## config.mk

```make
export PLATFORM = sky130hd
export DESIGN_NAME = dir_det_sequencer
export DESIGN_NICKNAME = d
export VERILOG_FILES = /design/src/rtl/dir_det_pkg.sv /design/src/rtl/dir_det_frame_cnt.sv /design/src/rtl/dir_det_sequencer.sv
export SDC_FILE = /design/constraint.sdc
export NUM_CORES = 1
export LEC_CHECK = 0
export CORE_AREA = 10 10 85 87
export DETAILED_ROUTE_END_ITERATION = 7
export DIE_AREA = 0 0 95 97
export PLACE_DENSITY = 0.84
export SYNTH_ARGS = -nofsm -noshare
export SYNTH_HDL_FRONTEND = slang
export SYNTH_HIERARCHICAL = 1
export SYNTH_SLANG_ARGS = --single-unit
```

## constraint.sdc

```tcl
create_clock -name i_clk -period 2.8 [get_ports i_clk]
set_input_delay 0.28 -clock i_clk [delete_from_list [all_inputs] [get_ports i_clk]]
set_output_delay 0.28 -clock i_clk [all_outputs]
set_load 0.05 [all_outputs]
```

## src/rtl/dir_det_pkg.sv

```systemverilog
// Shared definitions for the direction-detector frame sequencer.
//   state_e   : sequencer FSM states
//   DIR_W     : width of a detector direction code
//   SAMPLE_W  : width of a signed detector sample
//   DIR_NONE  : direction reported when a frame ends by timeout
package dir_det_pkg;

  localparam int DIR_W    = 3;
  localparam int SAMPLE_W = 8;

  localparam logic [DIR_W-1:0] DIR_NONE = 3'b000;

  typedef enum logic [2:0] {
    ST_IDLE  = 3'd0,
    ST_CLEAR = 3'd1,
    ST_FEED  = 3'd2,
    ST_WAIT  = 3'd3,
    ST_HOLD  = 3'd4
  } state_e;

endpackage

```

## src/rtl/dir_det_frame_cnt.sv

```systemverilog
// Per-frame sample and detector-valid counters with compare-to-length.
//   i_clk, i_rst   : clock, asynchronous active-high reset
//   i_clr          : synchronous clear of both counters
//   i_len          : latched frame length L (non-zero)
//   i_sample_inc   : a sample is being accepted this cycle
//   i_valid_inc    : a detector valid is being counted this cycle
//   o_last_sample  : this cycle's accept is the L-th sample
//   o_last_valid   : this cycle's valid is the L-th valid
module dir_det_frame_cnt #(
  parameter int LEN_W = 8
) (
  input  logic             i_clk,
  input  logic             i_rst,
  input  logic             i_clr,
  input  logic [LEN_W-1:0] i_len,
  input  logic             i_sample_inc,
  input  logic             i_valid_inc,
  output logic             o_last_sample,
  output logic             o_last_valid
);

  logic [LEN_W-1:0] r_s_cnt;
  logic [LEN_W-1:0] r_v_cnt;
  logic [LEN_W:0]   w_s_next;
  logic [LEN_W:0]   w_v_next;

  // One spare bit so L = 2^LEN_W-1 compares without wrap.
  assign w_s_next = {1'b0, r_s_cnt} + (LEN_W+1)'(1);
  assign w_v_next = {1'b0, r_v_cnt} + (LEN_W+1)'(1);

  assign o_last_sample = i_sample_inc && (w_s_next == {1'b0, i_len});
  assign o_last_valid  = i_valid_inc  && (w_v_next == {1'b0, i_len});

  // Counters saturate at L so extra events never wrap back into range.
  always_ff @(posedge i_clk or posedge i_rst) begin
    if (i_rst) begin
      r_s_cnt <= '0;
      r_v_cnt <= '0;
    end else if (i_clr) begin
      r_s_cnt <= '0;
      r_v_cnt <= '0;
    end else begin
      if (i_sample_inc && (r_s_cnt != i_len)) r_s_cnt <= w_s_next[LEN_W-1:0];
      if (i_valid_inc  && (r_v_cnt != i_len)) r_v_cnt <= w_v_next[LEN_W-1:0];
    end
  end

endmodule

```

## src/rtl/dir_det_sequencer.sv

```systemverilog
// Frame-level controller in front of the direction detector.
// Per frame: one CLEAR cycle resets the detector, exactly L source samples
// are forwarded (registered, latency 1), then the L-th detector valid's
// direction (or a timeout) is offered on the result port.
//   i_start/i_frame_len : start a frame of L samples (IDLE only, L != 0)
//   i_abort             : drop the current frame, no result
//   i_s_valid/i_s_data/o_s_ready       : sample source
//   o_det_rst/o_det_enb/o_det_data     : detector drive
//   i_det_dir/i_det_valid              : detector result
//   o_r_valid/o_r_dir/o_r_timeout/i_r_ready : frame result
//   o_busy      : any state other than IDLE
//   o_dbg_state : current FSM state (dir_det_pkg::state_e encoding)
// Handshakes: a transfer happens on a rising clock edge where valid and
// ready are both high; a valid side holds its payload stable until then.
module dir_det_sequencer
  import dir_det_pkg::*;
#(
  parameter int LEN_W   = 8,
  parameter int TIMEOUT = 16,
  parameter int TO_W    = 5
) (
  input  logic             i_clk,
  input  logic             i_rst,
  input  logic             i_start,
  input  logic [LEN_W-1:0] i_frame_len,
  input  logic             i_abort,
  input  logic             i_s_valid,
  input  logic [7:0]       i_s_data,
  output logic             o_s_ready,
  output logic             o_det_rst,
  output logic             o_det_enb,
  output logic [7:0]       o_det_data,
  input  logic [2:0]       i_det_dir,
  input  logic             i_det_valid,
  output logic             o_r_valid,
  output logic [2:0]       o_r_dir,
  output logic             o_r_timeout,
  input  logic             i_r_ready,
  output logic             o_busy,
  output logic [2:0]       o_dbg_state
);

  localparam logic [TO_W-1:0] TO_LAST = TO_W'(TIMEOUT - 1);

  state_e              r_state;
  logic [LEN_W-1:0]    r_len;
  logic [TO_W-1:0]     r_to_cnt;
  logic                r_s_ready;
  logic                r_det_rst;
  logic                r_det_enb;
  logic [SAMPLE_W-1:0] r_det_data;
  logic                r_r_valid;
  logic [DIR_W-1:0]    r_r_dir;
  logic                r_r_timeout;

  logic w_accept;
  logic w_valid_inc;
  logic w_last_sample;
  logic w_last_valid;

  assign w_accept    = i_s_valid & r_s_ready;
  assign w_valid_inc = i_det_valid & ((r_state == ST_FEED) | (r_state == ST_WAIT));

  dir_det_frame_cnt #(.LEN_W(LEN_W)) u_frame_cnt (
    .i_clk         (i_clk),
    .i_rst         (i_rst),
    .i_clr         (r_state == ST_CLEAR),
    .i_len         (r_len),
    .i_sample_inc  (w_accept),
    .i_valid_inc   (w_valid_inc),
    .o_last_sample (w_last_sample),
    .o_last_valid  (w_last_valid)
  );

  always_ff @(posedge i_clk or posedge i_rst) begin
    if (i_rst) begin
      r_state     <= ST_IDLE;
      r_len       <= '0;
      r_to_cnt    <= '0;
      r_s_ready   <= 1'b0;
      r_det_rst   <= 1'b0;
      r_det_enb   <= 1'b0;
      r_det_data  <= '0;
      r_r_valid   <= 1'b0;
      r_r_dir     <= '0;
      r_r_timeout <= 1'b0;
    end else begin
      r_det_rst <= 1'b0;
      r_det_enb <= w_accept & ~i_abort;
      if (w_accept) r_det_data <= i_s_data;

      if (i_abort && (r_state != ST_IDLE)) begin
        r_state   <= ST_IDLE;
        r_s_ready <= 1'b0;
        r_r_valid <= 1'b0;
      end else begin
        case (r_state)
          ST_IDLE: begin
            if (i_start && (i_frame_len != '0)) begin
              r_len     <= i_frame_len;
              r_det_rst <= 1'b1;       // high exactly while in CLEAR
              r_state   <= ST_CLEAR;
            end
          end
          ST_CLEAR: begin
            r_s_ready <= 1'b1;
            r_state   <= ST_FEED;
          end
          ST_FEED: begin
            // The L-th detector valid can only precede the L-th sample if
            // the detector runs ahead; it still closes the frame.
            if (w_last_valid) begin
              r_r_dir     <= i_det_dir;
              r_r_timeout <= 1'b0;
              r_r_valid   <= 1'b1;
              r_s_ready   <= 1'b0;
              r_state     <= ST_HOLD;
            end else if (w_last_sample) begin
              r_s_ready <= 1'b0;
              r_to_cnt  <= '0;
              r_state   <= ST_WAIT;
            end
          end
          ST_WAIT: begin
            r_to_cnt <= r_to_cnt + TO_W'(1);
            // Final valid is checked first so it wins a same-cycle timeout.
            if (w_last_valid) begin
              r_r_dir     <= i_det_dir;
              r_r_timeout <= 1'b0;
              r_r_valid   <= 1'b1;
              r_state     <= ST_HOLD;
            end else if (r_to_cnt == TO_LAST) begin
              r_r_dir     <= DIR_NONE;
              r_r_timeout <= 1'b1;
              r_r_valid   <= 1'b1;
              r_state     <= ST_HOLD;
            end
          end
          ST_HOLD: begin
            if (i_r_ready) begin
              r_r_valid <= 1'b0;
              r_state   <= ST_IDLE;
            end
          end
          default: r_state <= ST_IDLE;
        endcase
      end
    end
  end

  assign o_s_ready   = r_s_ready;
  assign o_det_rst   = r_det_rst;
  assign o_det_enb   = r_det_enb;
  assign o_det_data  = r_det_data;
  assign o_r_valid   = r_r_valid;
  assign o_r_dir     = r_r_dir;
  assign o_r_timeout = r_r_timeout;
  assign o_busy      = (r_state != ST_IDLE);
  assign o_dbg_state = r_state;

endmodule

```

* After elaboration in Yosys (flattened, before gate mapping)
Cells that the tools add are included.
Widths: inputs -> output; s select.
** Operators by class
- $add $sub $neg :: 3
- Multiply operators :: 0
- Div/mod/pow operators :: 0
- Magnitude comparators :: 0
- Eq/ne operators :: 18
- Shift operators :: 0
- Muxes and demuxes :: 35
- Bitwise gates (word level) :: 6
- Reduce and logical (&&, ||, !) cells :: 20
** Operators by type and width (count)
- $mux 8 :: 4
- $mux 3 :: 10
- $add 8x1->9 const B :: 2
- $eq 9x8->1 :: 2
- $ne 8x8->1 :: 2
- $reduce_and 4->1 :: 4
- $pmux 3 s5 :: 1
- $mux 1 :: 13
- $mux 5 :: 2
- $pmux 5 s2 :: 1
- $ne 4x1->1 const B :: 2
- $reduce_bool 8->1 :: 1
- $eq 3x2->1 const B :: 2
- $logic_and 1x1->1 :: 6
- $ne 3x1->1 const B :: 2
- $ne 3x3->1 const B :: 2
- $pmux 3 s2 :: 1
- $reduce_bool 2->1 :: 3
- $reduce_bool 3->1 :: 2
- $add 5x1->5 const B :: 1
- $eq 5x4->1 const B :: 1
- $ne 2x1->1 const B :: 2
- $pmux 1 s2 :: 2
- $reduce_bool 4->1 :: 1
- 10 further kinds :: 13
** Word-level totals
- Register bits after elaboration :: 48
- Latch bits :: 0
- Bits in writable memories :: 0
- Memory bits (read-only) :: 0
- Input bits :: 26
- Output and inout port bits :: 20
- Memories :: 0

* Logic depth before layout (Yosys ltp)
- Word-level depth :: 7
- Mapped depth :: 9
- Depth with buffers taken out :: 8

* Cells and area by module
Netlist, hierarchy kept.
** By module, submodules not included
- dir_det_frame_cnt :: instances 1, cells each 170, area each 1476.4 um^2, sequential area each 400.4 um^2
- dir_det_sequencer :: instances 1, cells each 110, area each 1405.1 um^2, sequential area each 800.8 um^2

* Least setup slack after synthesis
Ideal clock, no wire load.
- Path type :: reg2reg
- Start :: register r_state[1], in the netlist o_dbg_state[1]
- End :: register r_r_dir[0], in the netlist o_r_dir[0]
- Setup time :: 0.121 ns
- Arrival :: 2.459 ns
- Required time :: 2.679 ns
- Setup slack :: 0.220 ns
- Stages on the path, launching flop included :: 10
- Path buffers :: 1
- Period minus slack after synthesis :: 2.580 ns
- Cells stage by stage :: dfrtp_1 buf_2 nor2b_1 and2_1 nor3b_1 o211ai_1 nor3_1 a21oi_1 nand2b_1 a22o_1
** Between the ends
- Cells in the longest elaborated chain, start to end :: 6
- Elaborated cells on any way between the ends :: 14
- Classes of those cells :: eq/ne: 4; mux: 2; bitwise: 3; reduce/logical: 5
** RTL lines
- start: declaration :: line dir_det_sequencer.sv:45 : state_e r_state;
- start signal: assignment :: line dir_det_sequencer.sv:77 : r_state <= ST_IDLE;
- start signal: assignment :: line dir_det_sequencer.sv:93 : r_state <= ST_IDLE;
- start signal: assignment :: line dir_det_sequencer.sv:102 : r_state <= ST_CLEAR;
- $eq 3x2->1 :: line dir_det_sequencer.sv:62 : assign w_valid_inc = i_det_valid & ((r_state == ST_FEED) | (r_state == ST_WAIT));
- $or 1x1->1 (*) :: line dir_det_sequencer.sv:62
- $and 1x1->1 (*) :: line dir_det_sequencer.sv:62
- named net w_valid_inc :: line dir_det_sequencer.sv:57 : logic w_valid_inc;
- $logic_and 1x1->1 (*) :: line dir_det_frame_cnt.sv:32 : assign o_last_valid = i_valid_inc && (w_v_next == {1'b0, i_len});
- named net w_last_valid :: line dir_det_sequencer.sv:59 : logic w_last_valid;
- $ne 3x1->1 (no line), or another cell as far along
- $reduce_and 4->1 (no line) / $pmux 3 s2 (equally long branches)
- end signal: assignment :: line dir_det_sequencer.sv:113 : r_r_dir <= i_det_dir;
- end signal: assignment :: line dir_det_sequencer.sv:128 : r_r_dir <= i_det_dir;
- end: declaration :: line dir_det_sequencer.sv:53 : logic [DIR_W-1:0] r_r_dir;
The timed path passes the listed nets; every way through them passes the cells marked *.
A chain may end at the register's enable or synchronous reset.

* Worst setup path after layout
- Start :: register u_frame_cnt.r_v_cnt[0]
- End :: register r_r_dir[2], in the netlist o_r_dir[2]
** Between the ends
- Cells in the longest elaborated chain, start to end :: 5
- Elaborated cells on any way between the ends :: 8
- Classes of those cells :: add/sub: 1; eq/ne: 3; mux: 2; reduce/logical: 2
** RTL lines
- start: declaration :: line dir_det_frame_cnt.sv:23 : logic [LEN_W-1:0] r_v_cnt;
- start signal: assignment :: line dir_det_frame_cnt.sv:44 : if (i_valid_inc && (r_v_cnt != i_len)) r_v_cnt <= w_v_next[LEN_W-1:0];
- $add 8x1->9 (*) :: line dir_det_frame_cnt.sv:29 : assign w_v_next = {1'b0, r_v_cnt} + (LEN_W+1)'(1);
- $eq 9x8->1 (*) :: line dir_det_frame_cnt.sv:32
- $logic_and 1x1->1 (*) :: line dir_det_frame_cnt.sv:32
- named net w_last_valid :: line dir_det_sequencer.sv:59
- $ne 3x1->1 (no line), or another cell as far along
- $reduce_and 4->1 (no line) / $pmux 3 s2 (equally long branches)
Marks and branches as above.

==> metrics.md <==
| Metric | Value |
|---|---|
| Crit path capture | o_r_dir[2]$_DFFE_PP0P_ |
| Final Cycle Share | 0.9180 |
| Vias | 2368 |
| Most frequent cells in the layout | 48 x dfrtp_1, 45 x clkdlybuf4s50_1, 19 x nor2_1 |
| Post-route setup TNS | 0 ns |
| Initial DRT Pass Iterations | 6 |
| Routed WL | 7.239 mm |
| Required time worst endpoint | 3.00 ns |
| CTS Buffer Depth | 2 |
| CTS tree | built |
| First-pass GRT wire length | 11.87 mm |
| Commonest non-fill, non-tap cell in the layout | dfrtp_1 |
| CP Cell Sequence | nand2_1 -> xnor2_1 -> o311ai_0 -> o211ai_1 -> nor3_2 -> a21oi_1 -> nand2b_1 -> a22o_1 |
| CP Buf/Inv Count | 0 |
| Post-CTS sizing | 0 |
| CP delay by family, top | compound AO/OA/AOI/OAI gates |
| Final slew viol count | 0 |
| Worst vdd ir | 0.0007285 V |
| WS Path Type | reg -> reg |
| Via density | 5.980 |
| Vias in the first global route | 2397 |
| Die area | 0.009215 mm2 |
| Initial DRC Count | 176 |
| Depth of the CTS H-tree | 2 |
| WL/cell | 18.28 um |
| Worst R2R End | o_r_dir[2]$_DFFE_PP0P_ |
| Clock Latency Late Sink | 0.31 ns |
| Leak pwr | 0.001485 uW |
| Hold Crit Class | in -> async |
| Sequential-to-total area share from yosys stat | 0.4168 |
| Relative slew slack | 0.5714 |
| # rows | 27 |
| Setup Buffers After CTS | 0 |
| Die extent in y | 97 um |
| Hold buffer count at CTS | 0 |
| Total track usage | 0.1579 |
| Largest net degree at the start of global routing | 33 |
| CP max stage delay | 0.46 ns |
| Syn avg cell area | 10.29 um2 |
| CP Data Arrival Time | 2.77 ns |
| Yosys top cell by area | dfrtp_1 |
| Critical Path Slowest Stage Cell | o311ai_0 |
| Total power | 2823 uW |
| Routability cong. | 0.8827 |
| Reg2Reg Setup Slack | 0.23 ns |
| Ant diodes | 0 |
| Length in cells of the worst reg-to-reg path | 8 |
| Clk sinks | 48 |
| DRC violations left | 0 |
| R2R Path Start | u_frame_cnt/r_v_cnt[0]$_DFFE_PP0P_ |
| Crit. path cell count | 8 |
| RSZ-0062 raised after global routing | false |
| CTS buffer count | 5 |
| Die width | 95 um |
| Area after DPL | 0.003388 mm2 |
| Cell area after layout | 0.003522 mm2 |
| Clock transition at the registers of the reported paths | 0.08 ns |
| Post-synthesis instance total | 280 |
| Skew final | 0.004057 ns |
| Status | complete, no violations |
| Measured slew at the worst slew-check pin | 0.6422 ns |
| Max Fclk | 0.3890 GHz |
| Final setup margin | 0.2295 ns |
| Core Area | 0.005473 mm2 |
| Port bufs | 45 |
| Root buffer cell | clkbuf_8 |
| Element type at the critical path start | flip-flop |
| Ys Warns | 6 |
| Initial antenna violation count | 0 |
| Min Tclk post-route | 2.570 ns |
| Crit path from | u_frame_cnt/r_v_cnt[0]$_DFFE_PP0P_ |
| Area contributors post-synth | dfrtp_1 42%, xor2_1 4.9%, xnor2_1 4.6% |
| FFs w/ async S/R, synth | 1.000 |
| Synth Cell Area | 0.002882 mm2 |
| Syn Nets | 310 |
| Number of flops mapped to enable cells by yosys | 0 |
| GRT overflow | 0 |
| Top FF cell, synth | dfrtp_1 |
| Final hold vios | 0 |
| Seq cells post-synth | 48 |
| Area growth from synthesis to layout | 22.23% |
| Max-cap violations | 0 |
| DP HPWL | 5.094 mm |
| Share of layout cells above drive strength 1 | 0.1204 |
| # setup viols final | 0 |
| Remaining antenna violation count after routing | 0 |
| Cell Pwr Density | 801.4 mW/mm2 |
| Nets | 354 |
| Top cell type's share of synthesized area | 0.4168 |
| Synth cell types | 66 |
| Worst slack, placed | 0.2119 ns |
| Top Ports | 46 |
| Worst-path fanout max | 6 |
| Crit end category | flip-flop |
| Initial Util | 0.5265 |
==> cell usage after synthesis, types with 7 or more instances <==
| master | n |
|---|---|
| o21ai_0 | 12 |
| a22o_1 | 12 |
| nor2b_1 | 7 |
| nand2_1 | 10 |
| mux2_2 | 10 |
| inv_1 | 11 |
| nor2_1 | 19 |
| xor2_1 | 16 |
| dfrtp_1 | 48 |
| buf_2 | 7 |
| xnor2_1 | 15 |
| a21oi_1 | 9 |
==> where the power goes <==
| group | internal (uW) | leakage [uW] | switching, uW |
|---|---|---|---|
| registers | 852 | 0.000619 | 209 |
| clock network | 351 | 0.0000642 | 234 |
| logic | 506 | 0.000801 | 670 |
| total | 1710 | 0.00148 | 1110 |
==> state kept, by name, summed over array words and instances, names as in the netlist <==
signal and count:
o_det_enb 1, o_r_timeout 1, r_to_cnt 5, o_det_data 8
r_len 8, u_frame_cnt/r_v_cnt 8, o_det_rst 1, u_frame_cnt/r_s_cnt 8
o_s_ready 1, o_r_dir 3, o_r_valid 1, o_dbg_state 3
==> kinds of logic after synthesis <==
logic type,share of synthesized area
adder cells (fa/ha/maj),0.01737
AO/OA/AOI/OAI,0.1702
AND/OR/NAND/NOR,0.1885
XOR/XNOR,0.1112
buffers and inverters,0.04602
flip-flops,0.4168
multiplexers,0.04994
==> area by class of cell <==
cell class	instances	area [um2]
fill	438	1951
multi-input combinational	206	1558
sequential	48	1201
timing repair buffer	52	503.0
tap	72	90.09
clock buffer	5	68.82
clock inverter	2	60.06
inverter	11	41.29
==> metrics by stage <==
step	util	instances	hold slack (ns)
2_1_floorplan	-	280	0.1937
3_3_place_gp	0.6191	389	0.4742
3_5_place_dp	0.6191	389	0.4923
4_1_cts	0.6427	396	0.3921
5_1_grt	0.6436	396	0.4342
6_report	0.6436	396	0.3790
==> how the worst min path moves through the flow <==
stage                                   start                                 end  cells after the start
CTS                                     i_rst                r_len[4]$_DFFE_PP0P_                      3
global route                            i_rst             r_to_cnt[3]$_DFFE_PP0P_                      3
detailed placement  o_det_data[0]$_DFFE_PP0P_           o_det_data[0]$_DFFE_PP0P_                      1
finish                                  i_rst             r_to_cnt[3]$_DFFE_PP0P_                      3
floorplan                               i_rst  u_frame_cnt/r_s_cnt[0]$_DFFE_PP0P_                      1
global placement      r_to_cnt[4]$_DFFE_PP0P_             r_to_cnt[4]$_DFFE_PP0P_                      1
==> worst register-to-register path, stage by stage, from the launching register on <==
cell	delay [ns]
dfrtp_1	0.44
nand2_1	0.21
xnor2_1	0.18
o311ai_0	0.46
o211ai_1	0.19
nor3_2	0.37
a21oi_1	0.10
nand2b_1	0.26
a22o_1	0.26
==> routing by layer <==
metal / up-vias / share of wire / GRT usage
met5: - / 0 / 0
met4: 0 / 0.015 / 0.04462
met2: 97 / 0.49 / 0.2568
li1: 1104 / - / -
met3: 13 / 0.071 / 0.05012
met1: 1154 / 0.43 / 0.1935
Power figures use the tool's default switching activity.
==> RTL change 1: new RTL, same flow settings <==
Make the reset (`i_rst`) synchronous in 2 clocked blocks. Comments in the files are not updated.
--- a/src/rtl/dir_det_frame_cnt.sv
+++ b/src/rtl/dir_det_frame_cnt.sv
@@ -32,7 +32,7 @@
   assign o_last_valid  = i_valid_inc  && (w_v_next == {1'b0, i_len});
 
   // Counters saturate at L so extra events never wrap back into range.
-  always_ff @(posedge i_clk or posedge i_rst) begin
+  always_ff @(posedge i_clk) begin
     if (i_rst) begin
       r_s_cnt <= '0;
       r_v_cnt <= '0;
--- a/src/rtl/dir_det_sequencer.sv
+++ b/src/rtl/dir_det_sequencer.sv
@@ -72,7 +72,7 @@
     .o_last_valid  (w_last_valid)
   );
 
-  always_ff @(posedge i_clk or posedge i_rst) begin
+  always_ff @(posedge i_clk) begin
     if (i_rst) begin
       r_state     <= ST_IDLE;
       r_len       <= '0;
Check against the original RTL: differs if i_rst is asserted again (counterexample within 4 cycles, from zero or initial values and one cycle with i_rst high); with i_rst held inactive, the same outputs for 10 cycles.
==> RTL change 1 against the unedited design <==
- wire length decreased by 8.5%
- sequential cell count unchanged
- synthesized area decreased by 5.8%
- non-clock buffer count increased by 1
- setup slack got worse by 0.10 ns
- via count increased by 2.7%
- design area decreased by 6.7%
Power is not compared: it rests on default switching activity, and its combinational part moved more than twofold at a synthesized area within 25%.
==> RTL change 1: results (changes against the unedited design) <==
- The multi-input combinational cell area is 0.00159 sq mm (+1.9%).
- The multiplexer area fraction after synthesis is 1.11% (-3.9 points).
- The fraction of final layout cells with drive strength greater than 1 is 10.2% (-1.8 points).
- The gate count of the mapped netlist is 322 (+15%).
- The number of inverters outside the clock class in the layout is 10 (-1).
- The via-per-instance ratio is 5.61 (-6.3%).
- The pre-CTS worst setup slack is 0.113 ns (-0.0990 ns).
- The count of fill cells added during filler insertion came to 479 (+9.4%).
- The via count of the first global-routing pass came to 2332 (-2.7%).
- The global-route wire length before repair is 11000 um (-7.3%).
- The final sequential cell count came to 48 (unchanged).
- The length of routed met3 wiring is 474 um (-7.6%).
- The arrival time of data at the critical path endpoint is 2.92 ns (+0.15 ns).
- The clock tree skew after final layout was 0.0120 ns (+0.00790 ns).
- The share of the final layout cell area in sequential cells is 29.3% (-4.8 points).
- The routed length on met1 is 2960 um (-4.4%).
- The run finished with clean final reports.
- The transition time at the pin with the least slew margin is 0.606 ns (-0.0360 ns).
- The number of signal-net buffers in the layout is 53 (+1.9%).
- The final weighted congestion in routability-driven placement came to 0.886 (+0.41%).
- The detailed placer's ending HPWL is 4860 um (-4.6%).
- The global routing usage on met1 is 18.0% (-1.3 points).
- The post-synthesis adder-cell area fraction came to 1.84% (+0.11 points).
- The total routing resource utilization after global routing is 14.3% (-1.5 points).
- The clock-cell share of area is 2.93% (-0.73 points).
- The via count came to 2433 (+2.7%).
- The multi-input combinational cell count was 243 (+18%).
- By area the synthesized netlist is led by sky130_fd_sc_hd__dfxtp_1 35%, sky130_fd_sc_hd__xnor2_1 5.5%, sky130_fd_sc_hd__a21oi_1 4.2%.
- The met2 usage is 23.1% (-2.6 points).
- The final layout net count is 391 (+10%).
- The number of different library cells in the post-synthesis netlist is 60 (-9.1%).
==> RTL change 1: changes by cell type after synthesis, moves of 5 or more <==
cell / delta
sky130_fd_sc_hd__a21oi_1: +14
sky130_fd_sc_hd__a22o_1: -12
sky130_fd_sc_hd__dfrtp_1: -48
sky130_fd_sc_hd__dfxtp_1: +48
sky130_fd_sc_hd__mux2_2: -10
sky130_fd_sc_hd__nand2_1: +20
sky130_fd_sc_hd__nand2b_1: +7
sky130_fd_sc_hd__nand3b_1: +5
sky130_fd_sc_hd__nor2_1: +6
==> RTL change 1: repair_timing <==
action                     4_1_cts  5_1_grt
gates resized for setup          1        4
cloned                           0        0
setup endpoints to repair        1        2
==> RTL change 1: worst max-delay path, cell delays in order, from the launching register on <==
cell                      delay, ns
sky130_fd_sc_hd__dfxtp_2       0.39
sky130_fd_sc_hd__ha_2          0.23
sky130_fd_sc_hd__nand3_2       0.11
sky130_fd_sc_hd__or2_1         0.25
sky130_fd_sc_hd__or3_1         0.31
sky130_fd_sc_hd__a32o_1        0.28
sky130_fd_sc_hd__nor3_2        0.24
sky130_fd_sc_hd__nor2b_4       0.20
sky130_fd_sc_hd__o21ai_2       0.10
sky130_fd_sc_hd__or3_1         0.37
sky130_fd_sc_hd__a21oi_1       0.14
==> RTL change 1: final timing paths <==
| path | cells after the start | slack (ns) | to | startpoint |
|---|---|---|---|---|
| worst max register to register | 10 | 0.13 | r_to_cnt[4] | u_frame_cnt/r_s_cnt[0] |
| worst min-delay path | 2 | 0.46 | o_det_data[5] | o_det_data[5] |
| worst max-delay path | 10 | 0.13 | r_to_cnt[4] | u_frame_cnt/r_s_cnt[0] |
| worst min register to register | 2 | 0.46 | o_det_data[5] | o_det_data[5] |
==> RTL change 2: new RTL, same flow settings <==
Without the edit above. `TIMEOUT`: 16 -> 12.
--- a/src/rtl/dir_det_sequencer.sv
+++ b/src/rtl/dir_det_sequencer.sv
@@ -16,7 +16,7 @@
   import dir_det_pkg::*;
 #(
   parameter int LEN_W   = 8,
-  parameter int TIMEOUT = 16,
+  parameter int TIMEOUT = 12,
   parameter int TO_W    = 5
 ) (
   input  logic             i_clk,
Function: same outputs for any inputs over 10 cycles, from zero or initial values and one cycle with i_rst high; that may be too few to reach the edited logic, so the function may still have changed.
==> RTL change 2 against the unedited design <==
- critical path depth unchanged
- wire length down 4.4%
- power down 12%
- setup slack better by 0.011 ns
- critical endpoint is now o_dbg_state[0]
- sequential power down 7%
- via count down 1.6%
- synthesized area down 0.30%
- design area up 0.50%
- sequential cell count unchanged
==> RTL change 2: results (changes against the unedited design) <==
- The maximum fanout along the worst path is 7 (+1).
- The non-clock buffer area fraction after layout was 15.1% (+0.78 points).
- The multi-input combinational cell count is 208 (+0.97%).
- By area the synthesized netlist is led by sky130_fd_sc_hd__dfrtp_1 42%, sky130_fd_sc_hd__mux2_2 6.3%, sky130_fd_sc_hd__xor2_1 5.5%.
- On the critical path the largest part of the delay comes from simple AND/OR/NAND/NOR gates.
- The total routing resource utilization after global routing came to 15.2% (-0.61 points).
- The run finished with clean final reports.
- The standby leakage power is 0.00148 uW (-0.29%).
- The part of the Yosys area used for sequential elements is 41.8% (+0.13 points).
- The count of fill cells added during filler insertion is 451 (+3.0%).
- The overall routed net length is 6920 um (-4.4%).
- The net count after synthesis is 313 (+0.97%).
- The multi-input combinational cell area is 0.00155 sq mm (-0.48%).
- The final layout net count is 361 (+2.0%).
- The global-route wire length before repair was 11700 um (-1.2%).
- The clock-cell share of area is 3.25% (-0.41 points).
- The via count of the first global-routing pass is 2379 (-0.75%).
- The maximum level of the CTS H-tree is 2 (unchanged).
- The peak supply drop is 705 uV (-3.3%).
- The number of search-and-repair iterations in the first detailed-routing pass came to 4 (-2).
- The worst register-to-register path begins at u_frame_cnt/r_s_cnt[0].
- The pin count of the biggest net entering global routing is 21 (-36%).
- Ranked by instance count, the synthesized netlist is headed by 48 x sky130_fd_sc_hd__dfrtp_1, 22 x sky130_fd_sc_hd__nor2_1, 18 x sky130_fd_sc_hd__xor2_1, 16 x sky130_fd_sc_hd__mux2_2, 15 x sky130_fd_sc_hd__xnor2_1.
- The via-per-instance ratio is 5.76 (-3.8%).
- The largest individual stage delay along the critical path comes from the cell sky130_fd_sc_hd__or3_2.
- The number of different library cells in the post-synthesis netlist is 61 (-7.6%).
- In this run the critical register-to-register path is captured at o_dbg_state[0].
- The sequential cell area is 0.00120 sq mm (+0.10%).
- The number of inverters outside the clock class in the layout is 13 (+2).
- The number of violations reported at the end of detailed-routing iteration 0 is 129 (-27%).
- The internal power of the cells is 1510 uW (-12%).
- The share of the final layout cell area in sequential cells was 34.0% (-0.13 points).
-- RTL change 2: power groups by stage --
stage,registers (uW),clock network (uW),logic (uW)
finish,991,526,957
global route,1010,567,1030
CTS,992,538,963
detailed placement,1010,0,955
global placement,993,0,939
floorplan,1170,0,497
-- RTL change 2: how the worst max path moves through the flow --
stage | from | to | slack, ns | depth (start not counted)
2_1_floorplan | o_dbg_state[2] | o_dbg_state[0] | 0.1 | 8
6_report | u_frame_cnt/r_s_cnt[0] | o_dbg_state[0] | 0.24 | 8
3_5_place_dp | i_det_valid | o_dbg_state[0] | 0.22 | 9
4_1_cts | u_frame_cnt/r_s_cnt[0] | o_dbg_state[0] | 0.23 | 8
5_1_grt | u_frame_cnt/r_v_cnt[1] | o_dbg_state[0] | 0.02 | 9
3_3_place_gp | i_det_valid | o_dbg_state[0] | 0.29 | 9
-- RTL change 2: layer usage --
layer	up-vias	wire, um	part of all wire (%)	track usage, %
met2	89	3130	45	22.2
met3	4	662	9.6	5.86
met1	1122	3100	45	20.8
met4	0	31	0.45	2.86
li1	1116	-	-	-
met5	-	0	0	0
-- RTL change 2: cells by family (layout without fill, tap and decap cells) --
kind of cell	after synthesis	in the layout	share of synthesized area, %
AND/OR/NAND/NOR	93	93	18.0
AO/OA/AOI/OAI	56	56	14.8
flip-flops	48	48	41.8
XOR/XNOR	36	36	11.8
buffers and inverters	28	77	4.57
multiplexers	20	20	7.71
adder cells (fa/ha/maj)	3	3	1.31
-- RTL change 2: per-stage QoR --
step	instances	hold WS (ns)	utilization (%)
after floorplan	284	0.194	-
after global placement	397	0.474	62.6
after detailed placement	397	0.486	62.6
after CTS	405	0.415	64.7
after global routing	405	0.476	64.7
final	405	0.387	64.7
